## src/rtl/button_conditioner.sv

```systemverilog
// Synchronises, debounces and auto-repeats two active-low push-buttons. Each step event is
// presented as an active-low button pulse and a one-cycle strobe.
module button_conditioner #(
    parameter int DEBOUNCE_CYCLES     = 500000,
    parameter bit REPEAT_EN           = 1'b1,
    parameter int REPEAT_DELAY_CYCLES = 25000000,
    parameter int REPEAT_RATE_CYCLES  = 5000000,
    parameter int PULSE_CYCLES        = 4,
    parameter int CNT_BIT             = 26
) (
    input  logic i_CLK,
    input  logic i_RST,
    input  logic i_btn_inc_n,
    input  logic i_btn_dec_n,
    output logic o_inc_btn,
    output logic o_dec_btn,
    output logic o_inc_pulse,
    output logic o_dec_pulse,
    output logic o_held,
    output logic o_conflict
);

    localparam logic [CNT_BIT-1:0] DEB_LAST   = CNT_BIT'(DEBOUNCE_CYCLES - 1);
    localparam logic [CNT_BIT-1:0] DELAY_LOAD = CNT_BIT'(REPEAT_DELAY_CYCLES);
    localparam logic [CNT_BIT-1:0] RATE_LOAD  = CNT_BIT'(REPEAT_RATE_CYCLES);
    localparam logic [CNT_BIT-1:0] PULSE_LAST = CNT_BIT'(PULSE_CYCLES - 1);

    typedef enum logic [2:0] {IDLE, FIRST, HOLD, REPEAT, LOCK} state_t;

    // Channel index 0 is increase, 1 is decrease; all levels here are active-low.
    logic [1:0]              sync_meta;
    logic [1:0]              sync_n;
    logic [1:0]              deb_n;
    logic [1:0][CNT_BIT-1:0] deb_cnt;

    state_t             state, state_next;
    logic               chan_dec, chan_dec_next;
    logic [CNT_BIT-1:0] rpt_cnt, rpt_cnt_next;
    logic               ev_inc, ev_dec;
    logic               inc_p, dec_p, own_p, other_p;
    logic [CNT_BIT-1:0] inc_pw, dec_pw;

    assign inc_p   = ~deb_n[0];
    assign dec_p   = ~deb_n[1];
    assign own_p   = chan_dec ? dec_p : inc_p;
    assign other_p = chan_dec ? inc_p : dec_p;

    // The >= compare keeps the debounce counter from ever wrapping.
    always_ff @(posedge i_CLK or negedge i_RST) begin
        if (!i_RST) begin
            sync_meta <= 2'b11;
            sync_n    <= 2'b11;
            deb_n     <= 2'b11;
            deb_cnt   <= '0;
        end else begin
            sync_meta <= {i_btn_dec_n, i_btn_inc_n};
            sync_n    <= sync_meta;
            for (int ch = 0; ch < 2; ch++) begin
                if (sync_n[ch] == deb_n[ch]) begin
                    deb_cnt[ch] <= '0;
                end else if (deb_cnt[ch] >= DEB_LAST) begin
                    deb_n[ch]   <= ~deb_n[ch];
                    deb_cnt[ch] <= '0;
                end else begin
                    deb_cnt[ch] <= deb_cnt[ch] + 1'b1;
                end
            end
        end
    end

    always_ff @(posedge i_CLK or negedge i_RST) begin
        if (!i_RST) begin
            state    <= IDLE;
            chan_dec <= 1'b0;
            rpt_cnt  <= '0;
        end else begin
            state    <= state_next;
            chan_dec <= chan_dec_next;
            rpt_cnt  <= rpt_cnt_next;
        end
    end

    // Release of the owning button wins over conflict, which wins over a repeat expiry.
    always_comb begin
        state_next    = state;
        chan_dec_next = chan_dec;
        rpt_cnt_next  = rpt_cnt;
        ev_inc        = 1'b0;
        ev_dec        = 1'b0;
        unique case (state)
            IDLE: begin
                if (inc_p && dec_p) begin
                    state_next = LOCK;
                end else if (inc_p || dec_p) begin
                    state_next    = FIRST;
                    chan_dec_next = dec_p;
                end
            end
            FIRST: begin
                ev_inc       = !chan_dec;
                ev_dec       = chan_dec;
                rpt_cnt_next = DELAY_LOAD;
                state_next   = HOLD;
            end
            HOLD, REPEAT: begin
                if (!own_p) begin
                    state_next = IDLE;
                end else if (other_p) begin
                    state_next = LOCK;
                end else if (rpt_cnt == '0) begin
                    if (REPEAT_EN) begin
                        ev_inc       = !chan_dec;
                        ev_dec       = chan_dec;
                        rpt_cnt_next = RATE_LOAD;
                        state_next   = REPEAT;
                    end
                end else begin
                    rpt_cnt_next = rpt_cnt - 1'b1;
                end
            end
            LOCK: begin
                if (!inc_p && !dec_p) begin
                    state_next = IDLE;
                end
            end
            default: state_next = IDLE;
        endcase
    end

    // Pulse timers run independently of the FSM so a started pulse always completes.
    always_ff @(posedge i_CLK or negedge i_RST) begin
        if (!i_RST) begin
            o_inc_btn   <= 1'b1;
            o_dec_btn   <= 1'b1;
            o_inc_pulse <= 1'b0;
            o_dec_pulse <= 1'b0;
            o_held      <= 1'b0;
            o_conflict  <= 1'b0;
            inc_pw      <= '0;
            dec_pw      <= '0;
        end else begin
            o_inc_pulse <= ev_inc;
            o_dec_pulse <= ev_dec;
            o_held      <= inc_p | dec_p;
            o_conflict  <= (state_next == LOCK);
            if (ev_inc) begin
                o_inc_btn <= 1'b0;
                inc_pw    <= PULSE_LAST;
            end else if (!o_inc_btn) begin
                if (inc_pw == '0) o_inc_btn <= 1'b1;
                else              inc_pw    <= inc_pw - 1'b1;
            end
            if (ev_dec) begin
                o_dec_btn <= 1'b0;
                dec_pw    <= PULSE_LAST;
            end else if (!o_dec_btn) begin
                if (dec_pw == '0) o_dec_btn <= 1'b1;
                else              dec_pw    <= dec_pw - 1'b1;
            end
        end
    end

endmodule

```

## config.mk

```make
export PLATFORM = sky130hd
export DESIGN_NAME = button_conditioner
export DESIGN_NICKNAME = d
export VERILOG_FILES = /design/src/rtl/button_conditioner.sv
export SDC_FILE = /design/constraint.sdc
export NUM_CORES = 1
export LEC_CHECK = 0
export ABC_AREA = 1
export CAP_MARGIN = 20
export CORE_ASPECT_RATIO = 1.75
export CORE_UTILIZATION = 49
export DETAILED_ROUTE_END_ITERATION = 8
export SLEW_MARGIN = 10
export SYNTH_ARGS = -nofsm -noshare
export SYNTH_HDL_FRONTEND = slang
export SYNTH_SLANG_ARGS = --single-unit
export TNS_END_PERCENT = 10
```

## constraint.sdc

```tcl
create_clock -name i_CLK -period 5.2 [get_ports i_CLK]
set_input_delay 1.04 -clock i_CLK [delete_from_list [all_inputs] [get_ports i_CLK]]
set_output_delay 1.04 -clock i_CLK [all_outputs]
set_load 0.01 [all_outputs]
```

# Yosys cells after proc, flatten, opt, wreduce, memory -nomap -nowiden

Cells that the tools add are included.

Output and inout bits: 6
Input port bits: 4
Word-level logic and storage cells: 96
Bits in registers: 146

Bitwise logic cells: 6
Equal/unequal tests: 13
Reductions and logical operators: 16
Add/subtract/negate cells: 5
Multiplexer cells: 37
$lt $le $gt $ge: 2

Operators with widths:

| operator              | count |
|---|---|
| $mux 26               | 13 |
| $logic_not 26->1      | 3 |
| $sub 26x1->26 const B | 3 |
| $add 26x1->26 const B | 2 |
| $ge 26x19->1 const B  | 2 |
| $pmux 26 s2           | 1 |
| $mux 3                | 6 |
| $mux 1                | 14 |
| $pmux 3 s4            | 1 |
| $ne 2x2->1 const B    | 4 |
| $reduce_and 2->1      | 4 |
| $eq 3x2->1 const B    | 2 |
| $eq 3x3->1 const B    | 2 |
| $reduce_and 3->1      | 2 |
| $not 1->1             | 5 |
| $ne 2x1->1 const B    | 2 |
| $pmux 1 s2            | 2 |
| $eq 3x1->1 const B    | 1 |
| $logic_not 3->1       | 1 |
| $eq 1x1->1            | 2 |
| $logic_and 1x1->1     | 2 |
| $reduce_bool 2->1     | 1 |
| $reduce_or 2->1       | 1 |
| $logic_not 1->1       | 1 |
| other kinds (2)       | 2 |

# Depth between registers and ports, before layout

Depth after elaboration: 7
Depth in mapped cells: 12
Gate-level depth less buffers: 11

# Worst setup path after synthesis

OpenSTA, ideal clock, no wires.

Path type: reg-to-reg
From: register rpt_cnt[0]
To: register inc_pw[18]
Clock period less this slack: 1.730 ns
Arrival time: 1.614 ns
Cell stages (with the launch flop): 13
Library setup time: 0.116 ns
Setup slack: 3.470 ns
Data required time: 5.084 ns
Cell sequence: dfrtp_1 > inv_1 > ha_1 > nand3_1 > nor2_4 > nand2_2 > nor2_8 > nand2_4 > nand2_4 > nor2_8 > buf_12 > nand2_2 > nand2_1

Word-level cells in the longest chain between the ends: 7
Elaborated cells between the ends (all ways): 9
Those cells by class: 2 x eq/ne; 5 x mux; 2 x reduce/logical

RTL lines:

| what                                                      | RTL line | text |
|---|---|---|
| from (decl)                                               | 38       | `logic [CNT_BIT-1:0] rpt_cnt, rpt_cnt_next;` |
| from (signal assigned)                                    | 79       | `rpt_cnt <= rpt_cnt_next;` |
| $logic_not 26->1 (*)                                      | 110      | `end else if (rpt_cnt == '0) begin` |
| $mux 1 (*)                                                | 110      |  |
| $mux 1 (*)                                                | 108      | `end else if (other_p) begin` |
| $mux 1 (*)                                                | 106      | `if (!own_p) begin` |
| $pmux 1 s2 (*)                                            | 90       | `unique case (state)` |
| via ev_inc                                                | 39       | `logic ev_inc, ev_dec;` |
| $ne 2x2->1 (no line) / $ne 2x1->1 (equally long branches) | -        |  |
| $reduce_and 2->1 (no line)                                | -        |  |
| to (signal assigned)                                      | 151      | `else inc_pw <= inc_pw - 1'b1;` |
| to (decl)                                                 | 41       | `logic [CNT_BIT-1:0] inc_pw, dec_pw;` |

The timed path passes the listed nets; every way through them passes the cells marked *.
A chain may end at the register's enable or synchronous reset.

# Worst setup path after layout

From: register o_inc_btn
To: output o_inc_btn

RTL lines:

| what                   | RTL line | text |
|---|---|---|
| from (decl)            | 15       | `output logic o_inc_btn,` |
| from (signal assigned) | 133      | `o_inc_btn <= 1'b1;` |
| from (signal assigned) | 147      | `o_inc_btn <= 1'b0;` |
| from (signal assigned) | 150      | `if (inc_pw == '0) o_inc_btn <= 1'b1;` |

No word-level cell between the ends.

==> out/qor.yml <==
grt:
  grt_pass1_wl_um: 32400
  grt_usage_pct: 23.5
  grt_pass1_vias: 7105
  grt_max_degree: 83
  antenna_found_initial: 0
  grt_remaining_overflow: 0
pwr:
  swShare_pct: 41.9
  p_per_area_nw_per_um2: 494
  internal_power_uw: 2720
  p_sw_uw: 1960
  power_uw: 4670
  irDropWorstVdd_mv: 0.285
  seqPwrFrac_pct: 34.5
  clockPowerShare_pct: 28.2
  leakage_uw: 0.00488
  combPwrFrac_pct: 37.3
clocking:
  post_cts_buffers: 0
  cts_tree: "done"
  insertion_delay_ns: 0.43
  ctsResizeCount: 0
  cts_root_buffer: "clkbuf_16"
  cts_hold_buffers: 0
  numCtsBuffers: 17
  clkSinkCount: 146
  clk_pin_slew_ns: 0.07
  htreeDepth: 4
  clockBufferDepth: 2
worst_setup_path:
  cpMaxStageDelayCell: "dfstp_2"
  start_kind: "register"
  path_class: "reg -> out"
  critPathTopFamily: "flip-flops"
  worstPathArrival_ns: 1.53
  cp_cell_sequence: "clkdlybuf4s50_1"
  crit_required_ns: 4.16
  crit_buf_inv: 1
  crit_path_end_kind: "output port"
  cp_max_fo: 3
  slowest_delay_ns: 0.57
sta:
  worst_slew_pin_slew_ns: 0.816
  post-route-period-util_pct: 49.4
  setup_tns_ns: 0
  period_minus_slack_ns: 2.57
  final-setup-viol-count: 0
  slew_headroom_pct: 45.6
  finClkSkew_ns: 0.00814
  grt_setup_unrepaired: "no"
  max_freq_ghz: 0.389
  hold_viol_final: 0
  hold_ws_ns: 0.363
  maxSlewViolCount: 0
finish:
  layout_common_cells: "283 x nand2_1, 232 x nor2_1, 173 x inv_1, 138 x dfrtp_1, 112 x nand3_1"
  antenna_cells: 0
  drive_gt1_share_pct: 7.51
  num-fill-cells: 1690
  synthToLayoutAreaGrowth_pct: 11.6
  regArea_um2: 3660
  multi_input_area_um2: 4090
  final_cell_area_um2: 9470
  final_common_cell: "nand2_1"
  fin_cells: 1452
  fin_nets: 1223
yosys:
  ys_ff_latch: 146
  syn-cell-area_um2: 8490
  synthCells: 1186
  yosysUniqueCellTypes: 35
  seq_area_frac_synth_pct: 43.2
  yosys.area.top_type_share_pct: 40.7
  synth_area_leaders: "dfrtp_1 41%, nand2_1 13%, nor2_1 10%"
  ys_warn_count: 0
  yosys.area.top_type: "dfrtp_1"
  synth_area_per_cell_um2: 7.15
floorplan:
  rows: 63
  floorplan.die_area_um2: 17900
  core_area_um2: 16900
  die_h_um: 176
  die_x_um: 101
  ios: 10
  initial_core_util_pct: 50.1
detailed_routing:
  via_count: 7217
  ant_nets: 0
  drtIter0Drc: 259
  route.detailed.drc: 0
  firstDrtPassIters: 5
  viasPerCell: 4.97
  wire_per_inst_um: 13.1
  routed_wl_um: 19000
place:
  dpl_cell_area_um2: 8810
  port_buffers: 9
  dp.cells: 1418
  hpwl_um: 13800
  finalWeightedCongestion: 0.902
worst_hold_path:
  min_path_type: "reg -> reg"
run:
  drv_cap: 0
outcome:
  run_status: "finished clean"
sequential cells by signal, indices dropped and copies added (netlist names):
signal,cells
rpt_cnt,26
state,3
deb_cnt,52
o_inc_btn,1
o_inc_pulse,1
o_conflict,1
inc_pw,26
sync_meta,2
o_held,1
deb_n,2
dec_pw,26
o_dec_btn,1
sync_n,2
o_dec_pulse,1
chan_dec,1
logic make-up (layout without fill, tap and decap cells):
logic type	count (synthesis)	count (layout)	share of synthesized area (%)
AO/OA/AOI/OAI	53	53	3.39
AND/OR/NAND/NOR	737	737	38.4
other	1	14	0.0442
flip-flops	146	146	43.2
XOR/XNOR	46	46	4.75
buffers and inverters	196	222	9.17
adder cells (fa/ha/maj)	7	7	1.03
final cells by class:
type                            instances  share of cell area, %
Timing Repair Buffer                   14                   1.44
Multi-Input combinational cell        857                   43.2
Inverter                              176                   6.98
Clock inverter                         14                   2.02
Clock buffer                           18                   4.64
Tap cell                              227                   3.00
Sequential cell                       146                   38.7
per-layer routing:
metal	GRT usage, %	up-vias	routed length (um)
met3	3.88	35	407
li1	-	3742	-
met4	9.54	0	439
met2	44.7	92	10500
met5	0	-	0
met1	25.0	3348	7560
path summary, 6_finish.rpt:
path / cells after the start / slack (ns) / end / start
worst max register to register: 8 / 2.86 / dec_pw[4]$_DFFE_PN0P_ / dec_pw[8]$_DFFE_PN0P_
worst max-delay path: 1 / 2.63 / o_inc_btn / o_inc_btn$_DFF_PN1_
worst min register to register: 0 / 0.36 / sync_n[1]$_DFF_PN1_ / sync_meta[1]$_DFF_PN1_
max in group asynchronous: 2 / 3.60 / sync_n[1]$_DFF_PN1_ / i_RST
worst min-delay path: 0 / 0.36 / sync_n[1]$_DFF_PN1_ / sync_meta[1]$_DFF_PN1_
min in group asynchronous: 1 / 0.60 / rpt_cnt[18]$_DFFE_PN0P_ / i_RST
per-stage QoR:
step | utilization [%] | worst slack (ns)
CTS | 55.7 | 2.60
detailed placement | 52.0 | 2.65
finish | 55.9 | 2.63
global placement | 52.0 | 2.73
floorplan | - | 3.47
global route | 55.9 | 2.56
synthesized netlist by cell type (all sizes together):
library cell	n
nand3b	2
o21bai	2
buf	17
nand3	112
nor3b	1
a21o	1
dfrtp	138
o21ai	31
xnor2	5
dfstp	8
conb	1
xor2	41
o211ai	1
nor3	16
ha	7
o31ai	2
nand2	301
nor2	251
nand4	54
inv	176
clkbuf	3
a21oi	16
power groups by stage:
stage / Clock, uW / Sequential [uW] / Combinational [uW]
final: 1320 / 1610 / 1740
after floorplan: 0 / 1560 / 1380
after global placement: 0 / 1630 / 1710
after CTS: 1350 / 1610 / 1740
after global routing: 1400 / 1650 / 2000
after detailed placement: 0 / 1630 / 1730
(Power assumes the default switching activity.)
